<file path="src/rtl/cfg_sector_writer.sv">
// Writes the configuration sector (magic, status, trim code) to the EEPROM macro with
// program / wait / read-back / compare per word; magic is invalidated first, restored last.
module cfg_sector_writer #(
  parameter logic [31:0] PRE_DEF_NUM = 32'h3111_1511,
  parameter int unsigned PGM_CYCLES  = 8,
  parameter int unsigned RD_CYCLES   = 16,
  parameter int unsigned TMO_CYCLES  = 4095,
  parameter int unsigned MAX_RETRY   = 2
) (
  input  logic        timer_clk,
  input  logic        por_rst,
  input  logic        wr_req,
  input  logic [7:0]  wr_status,
  input  logic [31:0] wr_tcode,
  output logic        wr_busy,
  output logic        wr_done,
  output logic        wr_err,
  output logic [1:0]  wr_err_code,
  output logic [15:0] ee_addr,
  output logic [31:0] ee_data_l2e,
  output logic        ee_pgm_en,
  output logic        ee_rd_en,
  output logic        ee_vs_en,
  input  logic        ee_busy,
  input  logic [31:0] ee_data_e2l
);

  typedef enum logic [2:0] {IDLE, SETUP, PGM, WAIT, RD, CMP, DONE, ERR} state_t;

  localparam logic [11:0] PGM_LAST  = 12'(PGM_CYCLES - 1);
  localparam logic [11:0] RD_LAST   = 12'(RD_CYCLES - 1);
  localparam logic [11:0] TMO_LAST  = 12'(TMO_CYCLES - 1);
  localparam logic [1:0]  RETRY_MAX = 2'(MAX_RETRY);

  state_t      state, next_state;
  logic [11:0] cnt;
  logic [1:0]  idx, next_idx;
  logic [1:0]  retry, next_retry;
  logic [1:0]  next_code;
  logic [7:0]  status_q;
  logic [31:0] tcode_q;
  logic [1:0]  word_addr;
  logic [31:0] word_data;
  logic        accept;

  assign accept = (state == IDLE) && wr_req;

  always_comb begin
    next_state = state;
    next_idx   = idx;
    next_retry = retry;
    next_code  = wr_err_code;
    case (state)
      IDLE: begin
        if (wr_req) begin
          next_state = SETUP;
          next_idx   = 2'd0;
          next_retry = 2'd0;
          next_code  = 2'b00;
        end
      end
      SETUP: next_state = PGM;
      PGM: begin
        if (cnt == PGM_LAST) next_state = WAIT;
      end
      WAIT: begin
        if (!ee_busy) begin
          next_state = RD;
        end else if (cnt == TMO_LAST) begin
          next_state = ERR;
          next_code  = 2'b10;
        end
      end
      RD: begin
        if (cnt == RD_LAST) next_state = CMP;
      end
      CMP: begin
        if (ee_data_e2l == ee_data_l2e) begin
          if (idx == 2'd3) begin
            next_state = DONE;
          end else begin
            next_state = SETUP;
            next_idx   = idx + 2'd1;
            next_retry = 2'd0;
          end
        end else if (retry < RETRY_MAX) begin
          next_state = SETUP;
          next_retry = retry + 2'd1;
        end else begin
          next_state = ERR;
          next_code  = 2'b01;
        end
      end
      DONE, ERR: next_state = IDLE;
      default:   next_state = IDLE;
    endcase
  end

  // Address/data of the word about to be programmed; word 1 and 2 use the captured request values.
  always_comb begin
    word_addr = 2'b01;
    word_data = 32'h0;
    case (next_idx)
      2'd0: begin word_addr = 2'b01; word_data = 32'h0; end
      2'd1: begin word_addr = 2'b10; word_data = {24'h0, status_q}; end
      2'd2: begin word_addr = 2'b11; word_data = tcode_q; end
      2'd3: begin word_addr = 2'b01; word_data = PRE_DEF_NUM; end
      default: begin word_addr = 2'b01; word_data = 32'h0; end
    endcase
  end

  // Outputs are registered from the next state so they line up with the state they describe.
  always_ff @(posedge timer_clk) begin
    if (por_rst) begin
      state       <= IDLE;
      cnt         <= 12'd0;
      idx         <= 2'd0;
      retry       <= 2'd0;
      status_q    <= 8'h0;
      tcode_q     <= 32'h0;
      wr_busy     <= 1'b0;
      wr_done     <= 1'b0;
      wr_err      <= 1'b0;
      wr_err_code <= 2'b00;
      ee_addr     <= 16'hFFF0;
      ee_data_l2e <= 32'h0;
      ee_pgm_en   <= 1'b0;
      ee_rd_en    <= 1'b0;
      ee_vs_en    <= 1'b0;
    end else begin
      state <= next_state;
      idx   <= next_idx;
      retry <= next_retry;
      cnt   <= (next_state != state) ? 12'd0 : cnt + 12'd1;
      if (accept) begin
        status_q <= wr_status;
        tcode_q  <= wr_tcode;
      end
      if (next_state == SETUP) begin
        ee_addr     <= {12'hFFF, word_addr, 2'b00};
        ee_data_l2e <= word_data;
      end
      wr_busy     <= next_state inside {SETUP, PGM, WAIT, RD, CMP};
      ee_vs_en    <= next_state inside {SETUP, PGM, WAIT, RD, CMP};
      ee_pgm_en   <= (next_state == PGM);
      ee_rd_en    <= (next_state == RD);
      wr_done     <= next_state inside {DONE, ERR};
      wr_err_code <= next_code;
      if (accept)                  wr_err <= 1'b0;
      else if (next_state == ERR)  wr_err <= 1'b1;
    end
  end

endmodule

</file>
<file path="config.mk">
export PLATFORM = sky130hd
export DESIGN_NAME = cfg_sector_writer
export DESIGN_NICKNAME = d
export VERILOG_FILES = /design/src/rtl/cfg_sector_writer.sv
export SDC_FILE = /design/constraint.sdc
export NUM_CORES = 1
export LEC_CHECK = 0
export BUFFER_PORTS_ARGS = -buffer_cell sky130_fd_sc_hd__buf_4
export CAP_MARGIN = 20
export CORE_MARGIN = 5
export CORE_UTILIZATION = 29
export CTS_BUF_LIST = sky130_fd_sc_hd__clkbuf_4 sky130_fd_sc_hd__clkbuf_8
export DETAILED_ROUTE_END_ITERATION = 8
export GPL_ROUTABILITY_DRIVEN = 1
export PLACE_DENSITY = 0.58
export SLEW_MARGIN = 5
export SYNTH_ARGS = -nofsm -noshare
export SYNTH_HDL_FRONTEND = slang
export SYNTH_SLANG_ARGS = --single-unit
</file>
<file path="constraint.sdc">
create_clock -name timer_clk -period 6.3 [get_ports timer_clk]
set_input_delay 0.945 -clock timer_clk [delete_from_list [all_inputs] [get_ports timer_clk]]
set_output_delay 0.945 -clock timer_clk [all_outputs]
set_load 0.01 [all_outputs]
</file>
==> reports/results.tsv <==
metric	value	unit
leakage	2.31	nW
crit_chain	buf_4, xor2_1, nor4_1, nand4_1, nor3_1, a22oi_1, inv_1, ha_1, buf_4, a21oi_1, or4_1, a21oi_1	
ios	132	
cp-end-kind	flip-flop	
antenna_cells	0	
synth-simple-area-share	21.2	%
vdd_drop_max	0.158	mV
drtIter0Drc	321	
gp_congestion	0.782	
grt_start_max_net_pins	99	
grt_first_pass_wirelength	22000	um
fmax	237	MHz
synthAdderAreaFrac	1.88	%
synthArstFlopShare	0	%
post_cts_buffers	0	
cts_made_buffers	9	
initial_utilization	29.5	%
dpl_cell_area	5620	sq um
skew	19.1	ps
via_per_inst	4.94	
hold_buffers	0	
clk_path_buf_depth	2	
min_path_type	reg -> reg	
layout_min_cycle_time	4230	ps
p_comb_share	21.2	%
synth-compound-area-share	18.5	%
fp-row-count	46	
io_buffer_count	117	
antenna_found_initial	0	
intPower	923	uW
finalPower	1.40	mW
maxSlewViolCount	0	
tightest_slew	1030	ps
synth_flop_cell	dfxtp_1	
cts.clk_slew.worst_paths	120	ps
whs	464	ps
crit_buf_inv	3	
setup_ws	2070	ps
synth.distinct_cells	50	
cts_resized	0	
die_y	137	um
die_w	137	um
drtPass1Iterations	7	
wl_per_cell	16.1	um
fin_area	5840	sq um
synth_area_per_cell	8.14	sq um
p_sw	481	uW
ant_nets	0	
layout_commonest_cell	buf_4	
arrival	4530	ps
relSlewSlack	31.1	%
synth_mux_area_share	0	%
cts.sinks	100	
synth_area	4670	sq um
crit_slowest_cell	nor4_1	
tritoncts	built	
finalNetCount	743	
root_buffer	clkbuf_8	
drive_above_1_share	22.1	%
cpPeakStageDelay	740	ps
synthXorXnorAreaFrac	8.25	%
clockPowerShare	29.6	%
synth_edf_count	0	
vias	4355	
crit_required	6600	ps
ys_warn_count	0	
routed_wl	14200	um
drc	0	
layout_common_cells	buf_4, dfxtp_1, a21oi_1, nand2_1, xor2_1	
area_growth	25.1	%
startpoint_type	primary input	
ys_ff_latch	100	
seq_area_frac_synth	42.9	%
core_area	15800	sq um
crit_type	in -> reg	
power_density	240	nW/um^2
crit_family	simple AND/OR/NAND/NOR gates	
htree_levels	3	
rsz0062_at_grt	no	
outcome	complete, no violations	
p_seq_share	49.2	%
finalSetupViolCount	0	
hold_viol_final	0	
synth_cells	574	
place_ws	1790	ps
grt.total_usage	14.8	%
maxCapViolations	0	
clk_latency	370	ps
synth_top_family_by_area	simple AND/OR/NAND/NOR gates	
overflow	0	
period_share	67.1	%
dieArea	18700	sq um
grt_pass1_vias	4365	
switching_share	34.3	%
dp_hpwl	10200	um
cp_max_fo	19	
tns	0	ps
## power groups by stage
stage	clock network, mW	logic, mW	registers [mW]
6_report	0.415	0.298	0.691
5_1_grt	0.448	0.327	0.696
4_1_cts	0.425	0.291	0.690
3_5_place_dp	0	0.289	0.705
3_3_place_gp	0	0.285	0.704
2_1_floorplan	0	0.204	0.695
## Yosys cell counts, types with 3 or more instances
cell type,count,area share [%]
o21ai_0,38,4.1
nor4_1,8,1.1
xor2_1,40,7.5
ha_1,7,1.9
xnor2_1,4,0.75
nand2_1,90,7.2
a21oi_1,91,9.8
clkbuf_1,35,2.8
or4_1,16,2.6
and2_1,4,0.54
and4_1,3,0.56
nor2b_1,3,0.40
dfxtp_1,100,43
a22oi_1,7,1.1
nor2_1,14,1.1
nand3_1,9,0.96
nand4_1,23,3.1
buf_2,5,0.54
nor3_1,15,1.6
inv_1,10,0.80
buf_4,15,2.4
## worst paths after layout
kind	from	end	slack, ps	depth (start not counted)
worst max-delay path	ee_data_e2l[28]	ee_data_l2e[24]$_SDFFE_PP0N_	2070	12
worst min-delay path	tcode_q[7]$_SDFFE_PP0P_	tcode_q[7]$_SDFFE_PP0P_	460	2
worst max register to register	ee_data_l2e[28]$_SDFFE_PP0N_	ee_data_l2e[24]$_SDFFE_PP0N_	2350	11
worst min register to register	tcode_q[7]$_SDFFE_PP0P_	tcode_q[7]$_SDFFE_PP0P_	460	2
## worst reg2reg max path, stage by stage (launching register included)
cell and delay (ps):
dfxtp_1 370, xor2_1 170, nor4_1 740, nand4_1 290
nor3_1 390, a22oi_1 220, inv_1 150, ha_1 520
buf_4 350, a21oi_1 100, or4_1 420, a21oi_1 160
## final cells by class
type,count,area (sq um)
Clock buffer,9,124
Timing Repair Buffer,122,928
Fill cell,1646,9980
Multi-Input combinational cell,417,2400
Clock inverter,7,80.1
Sequential cell,100,2000
Tap cell,216,270
Inverter,10,37.5
## per-stage QoR
| stage | utilization (%) | instances |
|---|---|---|
| 2_1_floorplan | - | 586 |
| 3_3_place_gp | 35.5 | 864 |
| 4_1_cts | 36.8 | 880 |
| 3_5_place_dp | 35.5 | 864 |
| 5_1_grt | 36.9 | 881 |
| 6_report | 36.9 | 881 |
## per-layer routing
| layer | vias up | global-route usage, % | wire (um) |
|---|---|---|---|
| met4 | 0 | 3.44 | 202 |
| li1 | 2154 | - | - |
| met2 | 130 | 25.7 | 7070 |
| met5 | - | 0 | 0 |
| met1 | 2059 | 18.5 | 6100 |
| met3 | 12 | 3.64 | 851 |
## kinds of logic after synthesis
logic type | Yosys count
AO/OA/AOI/OAI | 155
flip-flops | 100
other | 2
buffers and inverters | 69
AND/OR/NAND/NOR | 197
XOR/XNOR | 44
adder cells (fa/ha/maj) | 7
## state kept, by name, indices dropped and copies added (netlist names)
| register | cells |
|---|---|
| tcode_q | 32 |
| ee_rd_en | 1 |
| ee_vs_en | 1 |
| wr_done | 1 |
| ee_addr | 2 |
| wr_err_code | 2 |
| cnt | 12 |
| ee_pgm_en | 1 |
| status_q | 8 |
| ee_data_l2e | 32 |
| idx | 2 |
| wr_err | 1 |
| state | 3 |
| retry | 2 |
Power figures use the tool's default switching activity.
